$ cat src/rtl/dmem_arb_pkg.sv
// dmem_arb_pkg: shared state/owner types and default sizes for the data-memory arbiter
package dmem_arb_pkg;
  typedef enum logic [1:0] {IDLE, CPU_OWN, CMP_OWN} arb_state_t;
  typedef enum logic {OWN_CPU, OWN_CMP} owner_t;
  localparam int DEF_MEM_DEPTH = 1024;
  localparam int DEF_MAX_BURST = 16;
endpackage

$ cat src/rtl/dmem_arb_rr2.sv
// dmem_arb_rr2: 2-way round-robin picker; a tie goes to whoever did not win last
module dmem_arb_rr2
  import dmem_arb_pkg::*;
(
  input  logic       clk,
  input  logic       rst_n,
  input  logic       req_cpu,
  input  logic       req_cmp,
  input  logic       upd,
  output logic [1:0] gnt
);
  owner_t last_q;
  always_comb begin
    gnt[0] = req_cpu && (!req_cmp || last_q == OWN_CMP);
    gnt[1] = req_cmp && !gnt[0];
  end
  always_ff @(posedge clk) begin
    if (!rst_n) last_q <= OWN_CMP;
    else if (upd && |gnt) last_q <= gnt[0] ? OWN_CPU : OWN_CMP;
  end
endmodule

$ cat src/rtl/dmem_arbiter.sv
// dmem_arbiter: shares the data RAM between CPU and CMP with locked CMP bursts.
// Define DMEM_ARB_PERF_CNT_EN to add saturating per-requester stall counters.
module dmem_arbiter
  import dmem_arb_pkg::*;
#(
  parameter int DATA_W    = 32,
  parameter int ADDR_W    = 32,
  parameter int MEM_DEPTH = DEF_MEM_DEPTH,
  parameter int MAX_BURST = DEF_MAX_BURST
) (
  input  logic              clk,
  input  logic              rst_n,
  input  logic              cpu_req,
  input  logic              cpu_we,
  input  logic [ADDR_W-1:0] cpu_addr,
  input  logic [DATA_W-1:0] cpu_wd,
  output logic              cpu_gnt,
  output logic              cpu_rvalid,
  output logic [DATA_W-1:0] cpu_rd,
  input  logic              cmp_req,
  input  logic              cmp_we,
  input  logic [ADDR_W-1:0] cmp_addr,
  input  logic [DATA_W-1:0] cmp_wd,
  input  logic              cmp_last,
  output logic              cmp_gnt,
  output logic              cmp_rvalid,
  output logic [DATA_W-1:0] cmp_rd,
  output logic              mem_we,
  output logic [ADDR_W-1:0] mem_addr,
  output logic [DATA_W-1:0] mem_wd,
  input  logic [DATA_W-1:0] mem_rd,
  output logic              err_oob
`ifdef DMEM_ARB_PERF_CNT_EN
  ,
  output logic [31:0]       cpu_stall_cnt,
  output logic [31:0]       cmp_stall_cnt
`endif
);
  localparam int CNT_W = $clog2(MAX_BURST + 1);
  arb_state_t state_q, state_d, cur;
  logic [CNT_W-1:0] cnt_q, cnt_d;
  logic [1:0] pick;
  logic idle, gnt, we, oob, burst_end;
  logic [ADDR_W-1:0] addr;
  logic rd_pend_q, rd_oob_q, err_q;
  owner_t rd_own_q;
  logic [DATA_W-1:0] rdata, cpu_rd_q, cmp_rd_q;
  assign idle = state_q == IDLE;
  dmem_arb_rr2 u_rr (
    .clk     (clk),
    .rst_n   (rst_n),
    .req_cpu (cpu_req),
    .req_cmp (cmp_req),
    .upd     (idle),
    .gnt     (pick)
  );
  // IDLE decides and grants in the same cycle, so the owner of this cycle is combinational
  always_comb begin
    cur       = !idle ? state_q : pick[0] ? CPU_OWN : pick[1] ? CMP_OWN : IDLE;
    cpu_gnt   = cur == CPU_OWN;
    cmp_gnt   = cur == CMP_OWN && cmp_req;
    gnt       = cpu_gnt || cmp_gnt;
    addr      = cmp_gnt ? cmp_addr : cpu_addr;
    we        = cmp_gnt ? cmp_we : cpu_we;
    oob       = addr >= ADDR_W'(MEM_DEPTH);
    burst_end = cmp_gnt && (cmp_last || cnt_q + CNT_W'(1) == CNT_W'(MAX_BURST));
    state_d   = cur == CMP_OWN && !burst_end ? CMP_OWN : IDLE;
    cnt_d     = burst_end ? '0 : cmp_gnt ? cnt_q + CNT_W'(1) : cnt_q;
    mem_we    = gnt && we && !oob;
    mem_addr  = gnt ? addr : '0;
    mem_wd    = !gnt ? '0 : cmp_gnt ? cmp_wd : cpu_wd;
  end
  always_comb begin
    rdata      = rd_oob_q ? '0 : mem_rd;
    cpu_rvalid = rd_pend_q && rd_own_q == OWN_CPU;
    cmp_rvalid = rd_pend_q && rd_own_q == OWN_CMP;
    cpu_rd     = cpu_rvalid ? rdata : cpu_rd_q;
    cmp_rd     = cmp_rvalid ? rdata : cmp_rd_q;
    err_oob    = err_q;
  end
  always_ff @(posedge clk) begin
    if (!rst_n) begin
      state_q   <= IDLE;
      cnt_q     <= '0;
      rd_pend_q <= 1'b0;
      rd_oob_q  <= 1'b0;
      rd_own_q  <= OWN_CPU;
      err_q     <= 1'b0;
      cpu_rd_q  <= '0;
      cmp_rd_q  <= '0;
    end else begin
      state_q   <= state_d;
      cnt_q     <= cnt_d;
      rd_pend_q <= gnt && !we;
      rd_oob_q  <= oob;
      rd_own_q  <= cmp_gnt ? OWN_CMP : OWN_CPU;
      err_q     <= gnt && oob;
      if (cpu_rvalid) cpu_rd_q <= rdata;
      if (cmp_rvalid) cmp_rd_q <= rdata;
    end
  end
`ifdef DMEM_ARB_PERF_CNT_EN
  always_ff @(posedge clk) begin
    if (!rst_n) begin
      cpu_stall_cnt <= '0;
      cmp_stall_cnt <= '0;
    end else begin
      if (cpu_req && !cpu_gnt && !(&cpu_stall_cnt)) cpu_stall_cnt <= cpu_stall_cnt + 32'd1;
      if (cmp_req && !cmp_gnt && !(&cmp_stall_cnt)) cmp_stall_cnt <= cmp_stall_cnt + 32'd1;
    end
  end
`endif
endmodule

$ cat config.mk
export PLATFORM = sky130hd
export DESIGN_NAME = dmem_arbiter
export DESIGN_NICKNAME = d
export VERILOG_FILES = /design/src/rtl/dmem_arb_pkg.sv /design/src/rtl/dmem_arb_rr2.sv /design/src/rtl/dmem_arbiter.sv
export SDC_FILE = /design/constraint.sdc
export NUM_CORES = 1
export LEC_CHECK = 0
export BUFFER_PORTS_ARGS = -buffer_cell sky130_fd_sc_hd__buf_2
export CAP_MARGIN = 10
export CELL_PAD_IN_SITES_DETAIL_PLACEMENT = 0
export CELL_PAD_IN_SITES_GLOBAL_PLACEMENT = 1
export CORE_MARGIN = 5
export CORE_UTILIZATION = 24
export CTS_BUF_LIST = sky130_fd_sc_hd__clkbuf_4
export CTS_CLUSTER_DIAMETER = 50
export CTS_CLUSTER_SIZE = 10
export DETAILED_ROUTE_END_ITERATION = 6
export PLACE_DENSITY_LB_ADDON = 0.1
export SYNTH_ARGS = -nofsm -noshare
export SYNTH_HDL_FRONTEND = slang
export SYNTH_SLANG_ARGS = --single-unit
$ cat constraint.sdc
create_clock -name clk -period 2.1 [get_ports clk]
set_clock_uncertainty 0.15 [all_clocks]
set_input_delay 0.42 -clock clk [delete_from_list [all_inputs] [get_ports clk]]
set_output_delay 0.42 -clock clk [all_outputs]
set_load 0.01 [all_outputs]
==> impl_metrics.tcl <==
set metrics [dict create \
    result_of_the_run "complete, but fails checks" \
    violated_checks "setup timing" \
    io-pin-count 301 \
    synth_nets 706 \
    setup_violations 127 \
    grt_start_max_net_pins 46 \
    drtIter0Drc 124 \
    areaGrowthSynthToFinish_pct 106 \
    post-route-min-period_ns 2.34 \
    ant_nets 0 \
    worstSetupPathType "in -> out" \
    edff_count_synth 0 \
    cts_buffers 9 \
    routedWlPerCell_um 18.0 \
    grt_antenna_before_repair 1 \
    final_common_cell "sky130_fd_sc_hd__buf_2" \
    htreeDepth 3 \
    critPathMaxFanout 3 \
    grt_pass1_vias 5218 \
    netlist_area_sq_um 4030 \
    timing.hold.worst.class "in -> reg" \
    fp.coreArea_sq_um 16500 \
    drtPass1Iterations 5 \
    report.final.hold_viol_count 0 \
    hold_ws_ns 0.0668 \
    asyncSetResetFlopFracSynth 0 \
    place.detailed.hpwl_um 13400 \
    drive_gt1_frac 0.647 \
    worst-endpoint-arrival_ns 1.77 \
    first_pass_grt_wire_length_um 28400 \
    fmax_mhz 428 \
    synth_sequential_area_ratio 0.373 \
    initial_utilization 0.244 \
    synth-seq-cells 75 \
    route.vias.total 5206 \
    cts.root.buffer_cell "sky130_fd_sc_hd__clkbuf_4" \
    portBuffers 300 \
    die_area_sq_um 19500 \
    cp_slowest_stage_delay_ns 0.30 \
    layout.cells.most_common_list "sky130_fd_sc_hd__buf_2, sky130_fd_sc_hd__dfxtp_1, sky130_fd_sc_hd__and2_1, sky130_fd_sc_hd__nand2_1, sky130_fd_sc_hd__nand2_4" \
    layout.cells.non_filler 1115 \
    critPathMostFrequentCell "sky130_fd_sc_hd__buf_4" \
    placedCellCount 1047 \
    final-max-slew-violation-count 0 \
    cell_type_with_the_largest_total_area_after_synthesis "sky130_fd_sc_hd__dfxtp_1" \
    grt_remaining_overflow 0 \
    maxCapViolations 0 \
    critical_path.top_delay_family "simple AND/OR/NAND/NOR gates" \
    totalWireLength_um 20100 \
    instance_count_of_the_mapped_netlist 537 \
    worst-endpoint-required_ns 1.53 \
    clk-insertion-delay-late_ns 0.43 \
    final_critical_path_setup_slack_ns -0.239 \
    die_h_um 140 \
    yosys-top-cells-area "sky130_fd_sc_hd__dfxtp_1, sky130_fd_sc_hd__nand2_1, sky130_fd_sc_hd__and2_1" \
    drcViolationCount 0 \
    synthDistinctLibCells 31 \
    timing.critical_path.to_type "primary output" \
    critical_path.n_buffers_inverters 3 \
    finalNetCount 1058 \
    worst_pin_slew_ns 0.473 \
    worstPathCellList "buf_2, nor4_1, buf_4, and4_1, nand4_1, a21oi_2, buf_4" \
    die_width_um 140 \
    clock_tree.buffer_depth 2 \
    synth_ff_type "sky130_fd_sc_hd__dfxtp_1" \
    cts_hold_buf 0 \
    leakagePower_nw 3.93 \
    cts.clk_slew.worst_paths_ns 0.12 \
    gp_congestion 0.966 \
    synth.avg_cell_area_sq_um 7.50 \
    startpoint_type "input port" \
    cts_num_sinks 75 \
    grt_util_all_layers 0.184 \
    fin_setup_tns_ns -13.30 \
    fin_crit_sh 1.11 \
    peakVddDrop_v 0.000261 \
    rsz0062_at_grt "yes" \
    tritoncts "yes" \
    post-synth-top-area-fraction 0.373 \
    rows 47 \
    critical_path.slowest_cell "sky130_fd_sc_hd__nor4_1" \
    yosys_warnings 0 \
    pwr_density_cell_nw_per_um2 497 \
    post_drt_via_cell_ratio 4.67 \
    timing.slew.headroom 0.683 \
]
## report_power, final
part	total [W]	switching [W]	internal (W)
Combinational	0.00158	0.000783	0.000797
Clock	0.00104	0.000541	0.000499
Sequential	0.00151	0.0000398	0.00147
## worst paths after layout
| check | depth (start not counted) | from | to | slack (ns) |
|---|---|---|---|---|
| hold / removal | 2 | cpu_we | rd_pend_q$_SDFF_PN0_ | 0.07 |
| hold reg to reg | 2 | u_rr.last_q$_SDFFE_PN1P_ | u_rr.last_q$_SDFFE_PN1P_ | 0.42 |
| setup reg to reg | 8 | rd_own_q$_SDFF_PN0_ | cpu_rd_q[18]$_SDFF_PN0_ | 0.48 |
| setup / recovery | 7 | cmp_addr[28] | mem_we | -0.24 |
## state kept, by name, summed over array words and instances (netlist names)
signal / cells
cmp_rd_q: 32
cpu_rd_q: 32
rd_own_q: 1
u_rr.last_q: 1
rd_pend_q: 1
rd_oob_q: 1
cnt_q: 5
state_q: 1
err_oob: 1
## synthesized netlist by cell type, types with 4 or more instances
library cell               count
sky130_fd_sc_hd__nand2_1     131
sky130_fd_sc_hd__dfxtp_1      75
sky130_fd_sc_hd__o21ai_1      71
sky130_fd_sc_hd__and2_1       64
sky130_fd_sc_hd__nand2b_1     37
sky130_fd_sc_hd__a21oi_1      32
sky130_fd_sc_hd__a22o_1       32
sky130_fd_sc_hd__buf_2        17
sky130_fd_sc_hd__clkbuf_1     14
sky130_fd_sc_hd__nor4_1       10
sky130_fd_sc_hd__buf_6         8
sky130_fd_sc_hd__o21ai_0       7
sky130_fd_sc_hd__and3_1        5
sky130_fd_sc_hd__nor2_1        4
## layout make-up
cell class	instances	area [sq um]
diodes	1	2.50
fillers	1583	8230
inverters	4	25.0
clock buffers	10	75.1
well taps	220	275
flip-flops and latches	75	1510
repair buffers	382	2930
clock inverters	6	87.6
multi-input cells	417	3390
## routing by layer
layer	up-vias	global-route usage	wire length, um
li1	2525	-	-
met1	2439	0.211	8070
met2	208	0.325	10200
met3	34	0.0556	1340
met4	0	0.0597	490
met5	-	0	0
## stage by stage
step                      total power [W]  setup slack, ns  area, sq um  utilization
after global placement            0.00258           -0.307         5910        0.358
after global routing              0.00435           -0.299         8300        0.502
after CTS                         0.00398           -0.247         7130        0.432
after floorplan                   0.00206            0.262         4030            -
after detailed placement          0.00258           -0.322         5910        0.358
final                             0.00413           -0.239         8300        0.502
## cells by family (layout without fill, tap and decap cells)
family / count (synthesis) / in the layout / share of synthesized area
and+or+nand+nor: 264 / 265 / 0.332
AOI/OAI and AO/OA: 145 / 145 / 0.212
DFF: 75 / 75 / 0.373
buffers and inverters: 46 / 402 / 0.0658
xor gates and xnor gates: 4 / 4 / 0.00869
adders and majority gates: 2 / 2 / 0.00621
muxes: 1 / 1 / 0.00248
other: 0 / 1 / 0
## timing repair
item,in CTS,in global routing
cloned,12,9
endpoints found under the setup margin,129,132
hold endpoints to repair,0,0
gates resized for setup,155,210
buffers inserted,18,18
pin swaps,33,59
## worst reg2reg max path: stages, from the launching register on
cell and delay (ns):
sky130_fd_sc_hd__dfxtp_4 0.36, sky130_fd_sc_hd__nand2b_4 0.19, sky130_fd_sc_hd__buf_6 0.16, sky130_fd_sc_hd__buf_16 0.15, sky130_fd_sc_hd__nand2_4 0.07, sky130_fd_sc_hd__o21ai_4 0.06
sky130_fd_sc_hd__buf_4 0.13, sky130_fd_sc_hd__buf_4 0.12, sky130_fd_sc_hd__and2_1 0.14
Note: power is estimated with default switching activity, not from simulation.
